$ cat config.mk
export PLATFORM = sky130hd
export DESIGN_NAME = vec_cfg
export DESIGN_NICKNAME = d
export VERILOG_FILES = /design/src/rtl/vec_cfg_pkg.sv /design/src/rtl/vec_cfg_dec.sv /design/src/rtl/vec_cfg.sv
export SDC_FILE = /design/constraint.sdc
export NUM_CORES = 1
export LEC_CHECK = 0
export ABC_CLOCK_PERIOD_IN_PS = 2760
export BUFFER_PORTS_ARGS = -buffer_cell sky130_fd_sc_hd__buf_4
export CAP_MARGIN = 25
export CORE_AREA = 2 2 291 293
export DETAILED_ROUTE_END_ITERATION = 8
export DIE_AREA = 0 0 293 295
export GPL_ROUTABILITY_DRIVEN = 0
export RECOVER_POWER = 100
export SKIP_CTS_REPAIR_TIMING = 1
export SLEW_MARGIN = 20
export SYNTH_ARGS = -nofsm -noshare
export SYNTH_HDL_FRONTEND = slang
export SYNTH_SLANG_ARGS = --single-unit
export TNS_END_PERCENT = 1
$ cat constraint.sdc
create_clock -name hclk -period 2.76 [get_ports hclk]
set_clock_uncertainty 0.2 [all_clocks]
set_input_delay 0.276 -clock hclk [delete_from_list [all_inputs] [get_ports hclk]]
set_output_delay 0.276 -clock hclk [all_outputs]
set_load 0.02 [all_outputs]
$ cat src/rtl/vec_cfg_pkg.sv
// Shared definitions for the vector-table register bank: reset values, register
// offsets, FSM state encoding and the offset-to-index decode.
package vec_cfg_pkg;

  localparam logic [31:0] SP_RST    = 32'h0000_4000;
  localparam logic [31:0] RESET_RST = 32'h0000_0100;
  localparam logic [31:0] VEC_RST   = 32'h0000_0000;

  localparam logic [15:0] SP_OFF    = 16'h0000;
  localparam logic [15:0] RESET_OFF = 16'h0004;
  localparam logic [15:0] NMI_OFF   = 16'h0008;
  localparam logic [15:0] FAULT_OFF = 16'h000C;
  localparam logic [15:0] IRQ0_OFF  = 16'h0040;
  localparam logic [15:0] IRQ15_OFF = 16'h007C;
  localparam logic [15:0] LOCK_OFF  = 16'h0080;

  localparam int         NUM_VEC  = 20;
  localparam logic [4:0] LOCK_IDX = 5'd20;

  localparam int ST_IDLE  = 0;
  localparam int ST_WDATA = 1;
  localparam int ST_ERR1  = 2;
  localparam int ST_ERR2  = 3;

  typedef enum logic [3:0] {
    IDLE  = 4'b0001,
    WDATA = 4'b0010,
    ERR1  = 4'b0100,
    ERR2  = 4'b1000
  } state_t;

  // Returns {valid, index}; index 0..19 are vectors, LOCK_IDX is the lock register.
  function automatic logic [5:0] off2idx(input logic [15:0] off);
    logic [5:0] r;
    r = '0;
    if (off == SP_OFF)         r = {1'b1, 5'd0};
    else if (off == RESET_OFF) r = {1'b1, 5'd1};
    else if (off == NMI_OFF)   r = {1'b1, 5'd2};
    else if (off == FAULT_OFF) r = {1'b1, 5'd3};
    else if (off >= IRQ0_OFF && off <= IRQ15_OFF && off[1:0] == 2'b00)
      r = {1'b1, 5'd4 + {1'b0, off[5:2]}};
    else if (off == LOCK_OFF)  r = {1'b1, LOCK_IDX};
    return r;
  endfunction

  function automatic logic [31:0] vec_rst(input int i);
    if (i == 0)      return SP_RST;
    else if (i == 1) return RESET_RST;
    else             return VEC_RST;
  endfunction

endpackage

$ cat src/rtl/vec_cfg_dec.sv
// Address-phase checker: flags a transfer as legal and yields its register index.
module vec_cfg_dec
  import vec_cfg_pkg::*;
(
  input  logic [15:0] addr,
  input  logic [2:0]  hsize,
  input  logic        hwrite,
  input  logic        lock_eff,
  output logic        legal,
  output logic [4:0]  idx
);

  logic [5:0] dec;

  always_comb begin
    dec   = off2idx(addr);
    idx   = dec[4:0];
    legal = (addr[15:8] == 8'h00) && (addr[1:0] == 2'b00) && (hsize == 3'b010)
            && dec[5] && !(hwrite && lock_eff);
  end

endmodule

$ cat src/rtl/vec_cfg.sv
// AHB-lite register bank holding the programmable vector table with a sticky
// write lock. Reads are zero-wait; errors use the two-cycle AHB response.
module vec_cfg
  import vec_cfg_pkg::*;
(
  input  logic        hclk,
  input  logic        hresetn,
  input  logic        hsel,
  input  logic [31:0] haddr,
  input  logic [1:0]  htrans,
  input  logic [2:0]  hsize,
  input  logic        hwrite,
  input  logic [31:0] hwdata,
  output logic [31:0] hrdata,
  output logic        hready,
  output logic        hresp,
  output logic [31:0] sp_addr,
  output logic [31:0] reset_addr,
  output logic [31:0] nmi_addr,
  output logic [31:0] fault_addr,
  output logic [31:0] irq0_addr,
  output logic [31:0] irq1_addr,
  output logic [31:0] irq2_addr,
  output logic [31:0] irq3_addr,
  output logic [31:0] irq4_addr,
  output logic [31:0] irq5_addr,
  output logic [31:0] irq6_addr,
  output logic [31:0] irq7_addr,
  output logic [31:0] irq8_addr,
  output logic [31:0] irq9_addr,
  output logic [31:0] irq10_addr,
  output logic [31:0] irq11_addr,
  output logic [31:0] irq12_addr,
  output logic [31:0] irq13_addr,
  output logic [31:0] irq14_addr,
  output logic [31:0] irq15_addr,
  output logic        locked,
  output logic [3:0]  fsm_state
);

  // Handshake: a transfer is taken when hsel & hready & htrans[1] at a rising
  // hclk; write data follows in the next cycle, read data is returned then too.
  logic [31:0] vecs [NUM_VEC];
  state_t      state;
  logic [4:0]  wr_idx;
  logic        accept, legal, lock_pend, lock_eff;
  logic [4:0]  idx;
  logic [31:0] rd_val;
  logic        unused_bits;

  assign hready    = ~state[ST_ERR1];
  assign hresp     = state[ST_ERR1] | state[ST_ERR2];
  assign fsm_state = state;
  assign accept    = hsel & hready & htrans[1];
  assign unused_bits = ^{haddr[31:16], htrans[0]};

  // A lock write still in its data phase already blocks the next write.
  assign lock_pend = state[ST_WDATA] & (wr_idx == LOCK_IDX) & hwdata[0];
  assign lock_eff  = locked | lock_pend;

  vec_cfg_dec u_dec (
    .addr     (haddr[15:0]),
    .hsize    (hsize),
    .hwrite   (hwrite),
    .lock_eff (lock_eff),
    .legal    (legal),
    .idx      (idx)
  );

  always_comb begin
    rd_val = '0;
    if (idx == LOCK_IDX)                         rd_val = {31'b0, lock_eff};
    else if (state[ST_WDATA] && (wr_idx == idx)) rd_val = hwdata;
    else                                         rd_val = vecs[idx];
  end

  always_ff @(posedge hclk or negedge hresetn) begin
    if (!hresetn) begin
      state  <= IDLE;
      wr_idx <= '0;
      locked <= 1'b0;
      hrdata <= '0;
      for (int i = 0; i < NUM_VEC; i++) vecs[i] <= vec_rst(i);
    end else begin
      if (state[ST_WDATA]) begin
        if (wr_idx == LOCK_IDX) locked <= locked | hwdata[0];
        else                    vecs[wr_idx] <= hwdata;
      end
      hrdata <= '0;
      if (accept) begin
        if (!legal) begin
          state <= ERR1;
        end else if (hwrite) begin
          state  <= WDATA;
          wr_idx <= idx;
        end else begin
          state  <= IDLE;
          hrdata <= rd_val;
        end
      end else if (state[ST_ERR1]) begin
        state <= ERR2;
      end else begin
        state <= IDLE;
      end
    end
  end

  assign sp_addr    = vecs[0];
  assign reset_addr = vecs[1];
  assign nmi_addr   = vecs[2];
  assign fault_addr = vecs[3];
  assign irq0_addr  = vecs[4];
  assign irq1_addr  = vecs[5];
  assign irq2_addr  = vecs[6];
  assign irq3_addr  = vecs[7];
  assign irq4_addr  = vecs[8];
  assign irq5_addr  = vecs[9];
  assign irq6_addr  = vecs[10];
  assign irq7_addr  = vecs[11];
  assign irq8_addr  = vecs[12];
  assign irq9_addr  = vecs[13];
  assign irq10_addr = vecs[14];
  assign irq11_addr = vecs[15];
  assign irq12_addr = vecs[16];
  assign irq13_addr = vecs[17];
  assign irq14_addr = vecs[18];
  assign irq15_addr = vecs[19];

endmodule
### Word level (Yosys, flattened, before mapping)

Cells that the tools add are included.

* bits in latches: 0
* input bits: 73
* output and inout port bits: 679
* word-level logic and storage cells: 86
* bits in registers: 682
* memories kept: 0
* bits in read-only memories: 0
* RAM bits: 0

* multiplexer cells: 21
* order comparisons: 5
* add/subtract/negate cells: 1
* reduce and logical (&&, ||, !) cells: 16
* shift-type cells: 0
* divide/modulo/power cells: 0
* multiply operators: 0
* bitwise operators: 11
* equal/unequal tests: 8

Operator list (number)
* bitwise mux 640 bit: 1
* 2-to-1 mux 32 bit: 8
* binary-select mux 32 bit (select 5 bit): 1
* demux 32 bit (select 5 bit): 1
* 2-to-1 mux 6 bit: 6
* == test 16 x 4 -> 1 bit (second input constant): 2
* == test 16 x 3 -> 1 bit (second input constant): 1
* == test 16 x 8 -> 1 bit (second input constant): 1
* >= comparator 16 x 7 -> 1 bit (second input constant): 1
* less-or-equal comparator 16 x 7 -> 1 bit (second input constant): 1
* logical NOT 16 bit: 1
* >= comparator 6 bit (second input constant): 2
* inverter 5 -> 6 bit: 2
* == test 5 bit (second input constant): 2
* logical AND 1 bit: 9
* logical NOT 8 bit: 1
* 2-to-1 mux 4 bit: 2
* < comparator 6 x 1 -> 1 bit (second input constant): 1
* adder 3 x 4 -> 5 bit (first input constant): 1
* == test 5 bit: 1
* bitwise AND 1 bit: 4
* AND reduction 2 bit: 2
* == test 3 x 2 -> 1 bit (second input constant): 1
* 2-to-1 mux 3 bit: 1
* 6 further kinds: 9

### Longest topological paths before layout

Gate-level depths: netlist (run 1).

* depth after elaboration: 17
* gate-level depth with buffers: 14
* gate-level depth less buffers: 10

### Modules after synthesis

Synthesis (run 1) repeated with hierarchy kept, for this count alone.

* cells, all modules: 1949
* area total of the unflattened synthesis: 30432.9 um^2

By module, submodules not included
* vec_cfg: area each 30266.5 um^2, sequential area each 17070.1 um^2, cells each 1927, times used 1
* vec_cfg_dec: area each 166.4 um^2, sequential area each 0.0 um^2, cells each 22, times used 1

### Worst setup path before layout (run 1)

OpenSTA, ideal clock, no wires.

* path kind: input -> register
* start point: in haddr[4]
* end point: reg hrdata[5]
* setup time: 0.082 ns
* data arrival time: 2.321 ns
* data required time: 2.478 ns
* path slack: 0.158 ns
* buffers on the path: 2
* stages on the path: 12
* path through: inv_1 -> ha_1 -> or2_1 -> and3_1 -> buf_2 -> nand2_2 -> buf_2 -> a21oi_1 -> a22oi_1 -> o22ai_1 -> or4_1 -> a31oi_1

* longest elaborated chain between the ends: 17
* elaborated cells on any way between the ends: 30
* those cells by class: 1 x add/sub; 2 x order compare; 6 x eq/ne; 14 x mux; 1 x bitwise; 6 x reduce/logical

RTL lines
* start: declaration: RTL line vec_cfg.sv:9 `input logic [31:0] haddr,`
* >= comparator 16 x 7 -> 1 bit or less-or-equal comparator 16 x 7 -> 1 bit (tied branches): RTL line vec_cfg_pkg.sv:40 `else if (off >= IRQ0_OFF && off <= IRQ15_OFF && off[1:0] == 2'b00)`
* logical AND 1 bit (2 in a row): RTL line vec_cfg_pkg.sv:40
* 2-to-1 mux 6 bit: RTL line vec_cfg_pkg.sv:40
* 2-to-1 mux 6 bit: RTL line vec_cfg_pkg.sv:39 `else if (off == FAULT_OFF) r = {1'b1, 5'd3};`
* 2-to-1 mux 6 bit: RTL line vec_cfg_pkg.sv:38 `else if (off == NMI_OFF) r = {1'b1, 5'd2};`
* 2-to-1 mux 6 bit: RTL line vec_cfg_pkg.sv:37 `else if (off == RESET_OFF) r = {1'b1, 5'd1};`
* 2-to-1 mux 6 bit *: RTL line vec_cfg_pkg.sv:36 `if (off == SP_OFF) r = {1'b1, 5'd0};`
* inverter 5 -> 6 bit (implied by the code): RTL line vec_cfg.sv:74 `else rd_val = vecs[idx];`
* binary-select mux 32 bit (select 5 bit): RTL line vec_cfg.sv:74
* 2-to-1 mux 32 bit (implied by the code) (2 in a row): RTL line vec_cfg.sv:74
* 2-to-1 mux 32 bit: RTL line vec_cfg.sv:73 `else if (state[ST_WDATA] && (wr_idx == idx)) rd_val = hwdata;`
* 2-to-1 mux 32 bit: RTL line vec_cfg.sv:72 `if (idx == LOCK_IDX) rd_val = {31'b0, lock_eff};`
* 2-to-1 mux 32 bit: RTL line vec_cfg.sv:93 `end else if (hwrite) begin`
* 2-to-1 mux 32 bit *: RTL line vec_cfg.sv:91 `if (!legal) begin`
* 2-to-1 mux 32 bit *: RTL line vec_cfg.sv:90 `if (accept) begin`
* end signal: assignment: RTL line vec_cfg.sv:98 `hrdata <= rd_val;`
* end: declaration: RTL line vec_cfg.sv:14 `output logic [31:0] hrdata,`

Every way passes the cells marked *; elsewhere a longest branch is shown, timed or not. The select of a mux whose other input is x is not followed.
A chain may end at the register's enable or synchronous reset.

### Final worst setup path (run 1)

* start point: in haddr[9]
* end point: reg hrdata[28]

* longest elaborated chain between the ends: 17
* elaborated cells on any way between the ends: 32
* those cells by class: 2 x order compare; 6 x eq/ne; 14 x mux; 1 x bitwise; 9 x reduce/logical

RTL lines (RTL line)
* >= comparator 16 x 7 -> 1 bit or less-or-equal comparator 16 x 7 -> 1 bit (tied branches): vec_cfg_pkg.sv:40
* logical AND 1 bit (2 in a row): vec_cfg_pkg.sv:40
* 2-to-1 mux 6 bit: vec_cfg_pkg.sv:40
* 2-to-1 mux 6 bit: vec_cfg_pkg.sv:39
* 2-to-1 mux 6 bit: vec_cfg_pkg.sv:38
* 2-to-1 mux 6 bit: vec_cfg_pkg.sv:37
* 2-to-1 mux 6 bit: vec_cfg_pkg.sv:36
* inverter 5 -> 6 bit (implied by the code): vec_cfg.sv:74
* binary-select mux 32 bit (select 5 bit): vec_cfg.sv:74
* 2-to-1 mux 32 bit (implied by the code) (2 in a row): vec_cfg.sv:74
* 2-to-1 mux 32 bit: vec_cfg.sv:73
* 2-to-1 mux 32 bit: vec_cfg.sv:72
* 2-to-1 mux 32 bit: vec_cfg.sv:93
* 2-to-1 mux 32 bit *: vec_cfg.sv:91
* 2-to-1 mux 32 bit *: vec_cfg.sv:90

Marks and branches as above.

==> results of run 1 <==
[metrics by stage]
stage | setup TNS (ps) | area (µm²) | hold slack (ps)
floorplan | 0 | 31400 | -220
global placement | -17770 | 40300 | 85.4
detailed placement | -20260 | 40300 | 93.6
global route | -641 | 40700 | 73.7
CTS | -1320 | 43000 | -593
finish | -16.3 | 40700 | 89.1
[placed cells by master (no fill, tap or decap), types with 6 or more instances in the layout]
| master | count |
|---|---|
| a211oi_1 | 21 |
| a21o_1 | 6 |
| a21oi_1 | 64 |
| a221oi_1 | 6 |
| a22oi_1 | 20 |
| a31oi_1 | 81 |
| a32oi_1 | 12 |
| and3_1 | 60 |
| buf_12 | 47 |
| buf_4 | 271 |
| bufinv_16 | 7 |
| clkbuf_1 | 702 |
| clkbuf_16 | 81 |
| clkbuf_2 | 12 |
| clkbuf_8 | 21 |
| clkinv_2 | 15 |
| dfrtp_1 | 679 |
| diode_2 | 7 |
| dlygate4sd3_1 | 37 |
| inv_1 | 8 |
| mux2_2 | 644 |
| mux2i_1 | 45 |
| mux4_2 | 30 |
| nand2_1 | 385 |
| nand2_2 | 13 |
| nand3_1 | 57 |
| nand4_1 | 7 |
| nor2_1 | 9 |
| nor2b_1 | 7 |
| nor3_1 | 6 |
| o211ai_1 | 7 |
| o21ai_0 | 45 |
| o221ai_1 | 15 |
| o22ai_1 | 6 |
[cell usage after synthesis, types with 9 or more instances]
library cell and count:
dfrtp_1 679, mux2_2 644, nand2_1 397, clkbuf_1 116, a31oi_1 84, a21oi_1 65, and3_1 63, buf_2 62
nand3_1 57, buf_1 54, mux2i_1 45, o21ai_0 45, mux4_2 30, a22oi_1 22, a211oi_1 21, o221ai_1 15
a32oi_1 14, nor2_1 14, buf_4 9
[cells by family (layout without fill, tap and decap cells)]
group	after synthesis	count (layout)
mux	719	719
flops	682	682
simple gates	583	583
compound gates	331	331
buf+inv	250	1217
xor+xnor	3	3
fa+ha+maj	2	2
other cells	0	7
[power by group through the flow]
stage | Clock (W) | Combinational (W) | Sequential [W]
after CTS | 0.0112 | 0.00253 | 0.0108
after detailed placement | 0 | 0.00252 | 0.0109
after global placement | 0 | 0.00248 | 0.0109
after global routing | 0.0117 | 0.00237 | 0.0108
after floorplan | 0 | 0.000629 | 0.0113
final | 0.0110 | 0.00224 | 0.0108
[worst paths after layout]
check | start | to | slack [ps] | depth (start not counted)
min | htrans[1] | hrdata[0] | 90 | 6
max reg2reg | wr_idx[3] | irq12_addr[8] | 20 | 5
max in group asynchronous | hresetn | irq5_addr[6] | 250 | 3
min reg2reg | fsm_state[2] | fsm_state[3] | 290 | 0
max | haddr[9] | hrdata[28] | -20 | 14
min in group asynchronous | hresetn | irq15_addr[14] | 530 | 2
[tightest hold or removal path, cell delays in order]
cell	delay, ps
buf_4	120
nand4_1	90
buf_4	160
a311oi_4	60
o21ai_0	90
o22ai_1	80
[metal layers]
metal	vias to the layer above	part of all wire, %
met2	1344	43
met3	336	9.2
met4	2	5.9
met1	13800	42
li1	11100	-
met5	-	0.0070
[layout make-up]
type,count,area [µm²]
antenna,7,17.5
clock buffer,112,2350
clock inverter,30,390
fill,7891,42400
inverter,8,30.0
multi-input combinational,1638,13400
sequential,682,17100
tap,1080,1350
timing repair buffer,1067,6080
==> flow_summary.toml, run 1 <==
[setup_path]
cp_max_fo = 24
path_buf_inv = 6
cpPeakStageDelay_ps = 350
critPathLaunchType = "primary input"
cp.arrival_ps = 3120
crit_top_cell = "buf_4"
end_kind = "flip-flop"
critPathTopFamily = "buffers and inverters"
crit_chain = "buf_4 > nor4_4 > buf_4 > nand2_2 > buf_4 > nor2_4 > buf_4 > buf_12 > buf_12 > nand2_1 > a32oi_2 > and3_1 > o221ai_1 > a31oi_1"
slowest_stage = "a32oi_2"
required_ps = 3100
path_class = "in -> reg"

[floorplanning]
start_util_pct = 37.7
die_area_um2 = 86400
io_pins = 752
die_w_um = 293
chipHeight_um = 295
core-area_um2 = 83200
num_rows = 106

[global_routing]
top_usage_layer = "met2"
grt-ovfl-total = 0
grt_pass1_wl_mm = 200
grt_pass1_vias = 26500
use_met3_pct = 8.87
grt_util_all_layers_pct = 32.1
gr-usage-met1_pct = 43.7
grt_max_degree = 84
grtUsageMet2_pct = 47.0
antenna_found_initial = 9

[cells_and_area]
fin_util_pct = 49.0
area_growth_pct = 29.8
post_route_cells_drive_above_1_share_pct = 33.8
nNetsFinal = 3551
instances_no_fill = 4624

[yosys]
synth-xor-area-share_pct = 0.0838
yosys_warnings = 0
synthTopCellsByArea = "dfrtp_1 (54%), mux2_2 (23%), nand2_1 (4.8%)"
syn_nets = 2645
ys_seq_area_share_pct = 54.4
synth_top_area_share_pct = 54.2
synth_largest_area_cell = "dfrtp_1"
async_flop_share_pct = 100
synth_cell_types = 64
synth-seq-cells = 682
netlist_instances = 2570
synthSimpleGateAreaFrac_pct = 8.28
avgSynthCellArea_um2 = 12.2
muxShareOfSynthArea_pct = 26.7
synthFlopType = "dfrtp_1"
synth-compound-area-share_pct = 7.05
synthAdderAreaFrac_pct = 0.0798
synth_edf_count = 0
syn-cell-area_um2 = 31400
synth_top_family_by_area = "multiplexers"

[detailed_routing]
wl_mm = 142
drt_iter0_drc = 2284
antenna_left = 0
firstDrtPassIters = 7
via_count = 26600
wl_per_cell_um = 30.8
vias_per_cell = 5.74
drc = 0

[clocking]
path_clk_slew_ps = 60
clk_latency_ps = 630
clockRootBuffer = "clkbuf_16"
cts_sinks = 682
htree_levels = 3
cts_buffers = 79
cts_tree = "yes"
clockBufferDepth = 3

[power_and_ir_drop]
leakage_nw = 17.3
p_int_w = 0.0177
comb_power_share_pct = 9.3
ir_worst_vdd_mv = 0.428
power.switching_w = 0.00632
finalPower_w = 0.0241
power_density_nw_per_um2 = 591
p_clk_share_pct = 45.9
p_sw_share_pct = 26.3
p_seq_share_pct = 44.8

[place]
hpwl_mm = 105
io_buffers = 734
dp.cells = 4436
place_ws_ps = -956

[timing]
relSlewSlack_pct = -38.2
fin_crit_sh_pct = 101
min_period_ps = 2780
max_freq_mhz = 360
worst_pin_slew_ps = 2070
rsz0062_at_grt = "yes"
timing.final.hold_violations = 0
fin_ws_ps = -16.3
slew_violations = 54
final-setup-viol-count = 1

[status]
failed_checks = "max-capacitance violations, max-slew violations, negative setup slack"
status = "finished with violations"

[job]
drv_cap = 1

[worst_hold_path]
min_path_type = "in -> reg"
No activity file was read; power rests on OpenSTA's default activity.
==> run 2, diff against run 1 <==
--- a/config.mk
+++ b/config.mk
@@ -5,12 +5,12 @@
 export SDC_FILE = /design/constraint.sdc
 export NUM_CORES = 1
 export LEC_CHECK = 0
-export ABC_CLOCK_PERIOD_IN_PS = 2760
+export ABC_CLOCK_PERIOD_IN_PS = 3400
 export BUFFER_PORTS_ARGS = -buffer_cell sky130_fd_sc_hd__buf_4
 export CAP_MARGIN = 25
-export CORE_AREA = 2 2 291 293
+export CORE_AREA = 2 2 289 291
 export DETAILED_ROUTE_END_ITERATION = 8
-export DIE_AREA = 0 0 293 295
+export DIE_AREA = 0 0 291 293
 export GPL_ROUTABILITY_DRIVEN = 0
 export RECOVER_POWER = 100
 export SKIP_CTS_REPAIR_TIMING = 1
==> constraint.sdc (replaced) <==
create_clock -name hclk -period 3.4 [get_ports hclk]
set_clock_uncertainty 0.2 [all_clocks]
set_input_delay 0.34 -clock hclk [delete_from_list [all_inputs] [get_ports hclk]]
set_output_delay 0.34 -clock hclk [all_outputs]
set_load 0.02 [all_outputs]
==> flow_summary.toml, run 2 (synthesized netlist as in run 1, its figures left out) <==
[status]
status = "finished with violations"
failed_checks = "negative hold slack, max-capacitance violations, max-slew violations"

[global_routing]
grt_pass1_vias = 25500
grt_max_degree = 79
grt-ovfl-total = 0
grt_pass1_wl_mm = 195
antenna_found_initial = 6
grt_util_all_layers_pct = 31.7

[detailed_routing]
wl_mm = 139
antenna_left = 0
via_count = 26000
drt_iter0_drc = 2455
vias_per_cell = 5.84
drc = 0
wl_per_cell_um = 31.2
firstDrtPassIters = 6

[power_and_ir_drop]
finalPower_w = 0.0190
p_clk_share_pct = 44.6
leakage_nw = 16.4
p_seq_share_pct = 46.1
power_density_nw_per_um2 = 488
ir_worst_vdd_mv = 0.304
p_sw_share_pct = 26.4
power.switching_w = 0.00501
p_int_w = 0.0139
comb_power_share_pct = 9.3

[clocking]
cts_buffers = 78
clockRootBuffer = "clkbuf_16"
clk_latency_ps = 620
cts_sinks = 682
clockBufferDepth = 3
path_clk_slew_ps = 60
cts_tree = "yes"
htree_levels = 3

[timing]
min_period_ps = 3180
final-setup-viol-count = 0
rsz0062_at_grt = "no"
fin_crit_sh_pct = 93.6
timing.hold.ws_ps = -30.3
slew_violations = 55
worst_pin_slew_ps = 2030
max_freq_mhz = 314
fin_ws_ps = 217
timing.final.hold_violations = 3
relSlewSlack_pct = -35.6

[setup_path]
cpPeakStageDelay_ps = 880
crit_chain = "and3_1 > nand2_1 > clkbuf_2 > mux2_2"
critPathTopFamily = "simple AND/OR/NAND/NOR gates"
slowest_stage = "nand2_1"
rrSetupSlack_ps = 220
r2r-start = "fsm_state[1]"
path_buf_inv = 1
crit_start = "fsm_state[1]"
required_ps = 3690
cp.arrival_ps = 3470
cp_max_fo = 18
end_kind = "flip-flop"
path_class = "reg -> reg"
critPathLaunchType = "flip-flop"

[floorplanning]
chipHeight_um = 293
start_util_pct = 38.3
die_area_um2 = 85300
num_rows = 105
core-area_um2 = 81800
io_pins = 752
die_w_um = 291

[cells_and_area]
most-common-layout-cells = "clkbuf_1 (710), dfrtp_1 (679), mux2_2 (644)"
final_common_cell = "clkbuf_1"
nNetsFinal = 3397
post_route_cells_drive_above_1_share_pct = 30.7
area_growth_pct = 24.0
fin_util_pct = 47.5

[place]
hpwl_mm = 102
place_ws_ps = -117
io_buffers = 734

[job]
drv_cap = 1

[worst_hold_path]
hp-start = "hwdata[7]"
min_path_type = "in -> reg"
==> run 2: cell type report <==
type | instances | area (µm²)
clock inverter | 26 | 298
clock buffer | 112 | 2240
sequential | 682 | 17100
tap | 1070 | 1340
antenna | 4 | 10.0
inverter | 8 | 30.0
multi-input combinational | 1638 | 13300
timing repair buffer | 914 | 4560
fill | 7997 | 43000
==> run 2: power groups by stage <==
stage	sequential, W	clock [W]	combinational (W)
after global routing	0.00876	0.00891	0.00186
after detailed placement	0.00888	0	0.00202
after CTS	0.00873	0.00858	0.00202
final	0.00873	0.00846	0.00176
after floorplan	0.00917	0	0.000510
after global placement	0.00886	0	0.00199
==> run 2: worst min-delay path: stages <==
cell and delay, ps:
buf_4 210, o21ai_1 160, a31oi_1 50
==> run 2: metrics by stage <==
| stage | instances | hold slack (ps) | area [µm²] | setup TNS, ps |
|---|---|---|---|---|
| after floorplan | 2570 | -156 | 31400 | 0 |
| after global placement | 4298 | 147 | 39000 | -187 |
| after detailed placement | 4298 | 144 | 39000 | -279 |
| after CTS | 4436 | -528 | 41500 | 0 |
| after global routing | 4451 | 4.10 | 38900 | 0 |
| final | 4454 | -30.3 | 38900 | 0 |
==> run 2: final timing paths <==
path                             endpoint  depth (start not counted)
setup / recovery           fault_addr[23]                          4
hold / removal                  hrdata[7]                          3
setup reg to reg           fault_addr[23]                          4
hold reg to reg              fsm_state[3]                          0
max in group asynchronous   irq4_addr[22]                          3
min in group asynchronous  irq13_addr[19]                          2
==> run 2: routing by layer <==
layer	track usage (%)	part of all wire (%)	vias up
li1	-	-	10700
met1	44.1	43	13600
met2	47.3	43	1377
met3	8.03	9.0	296
met4	12.6	5.0	6
met5	0	0.029	-
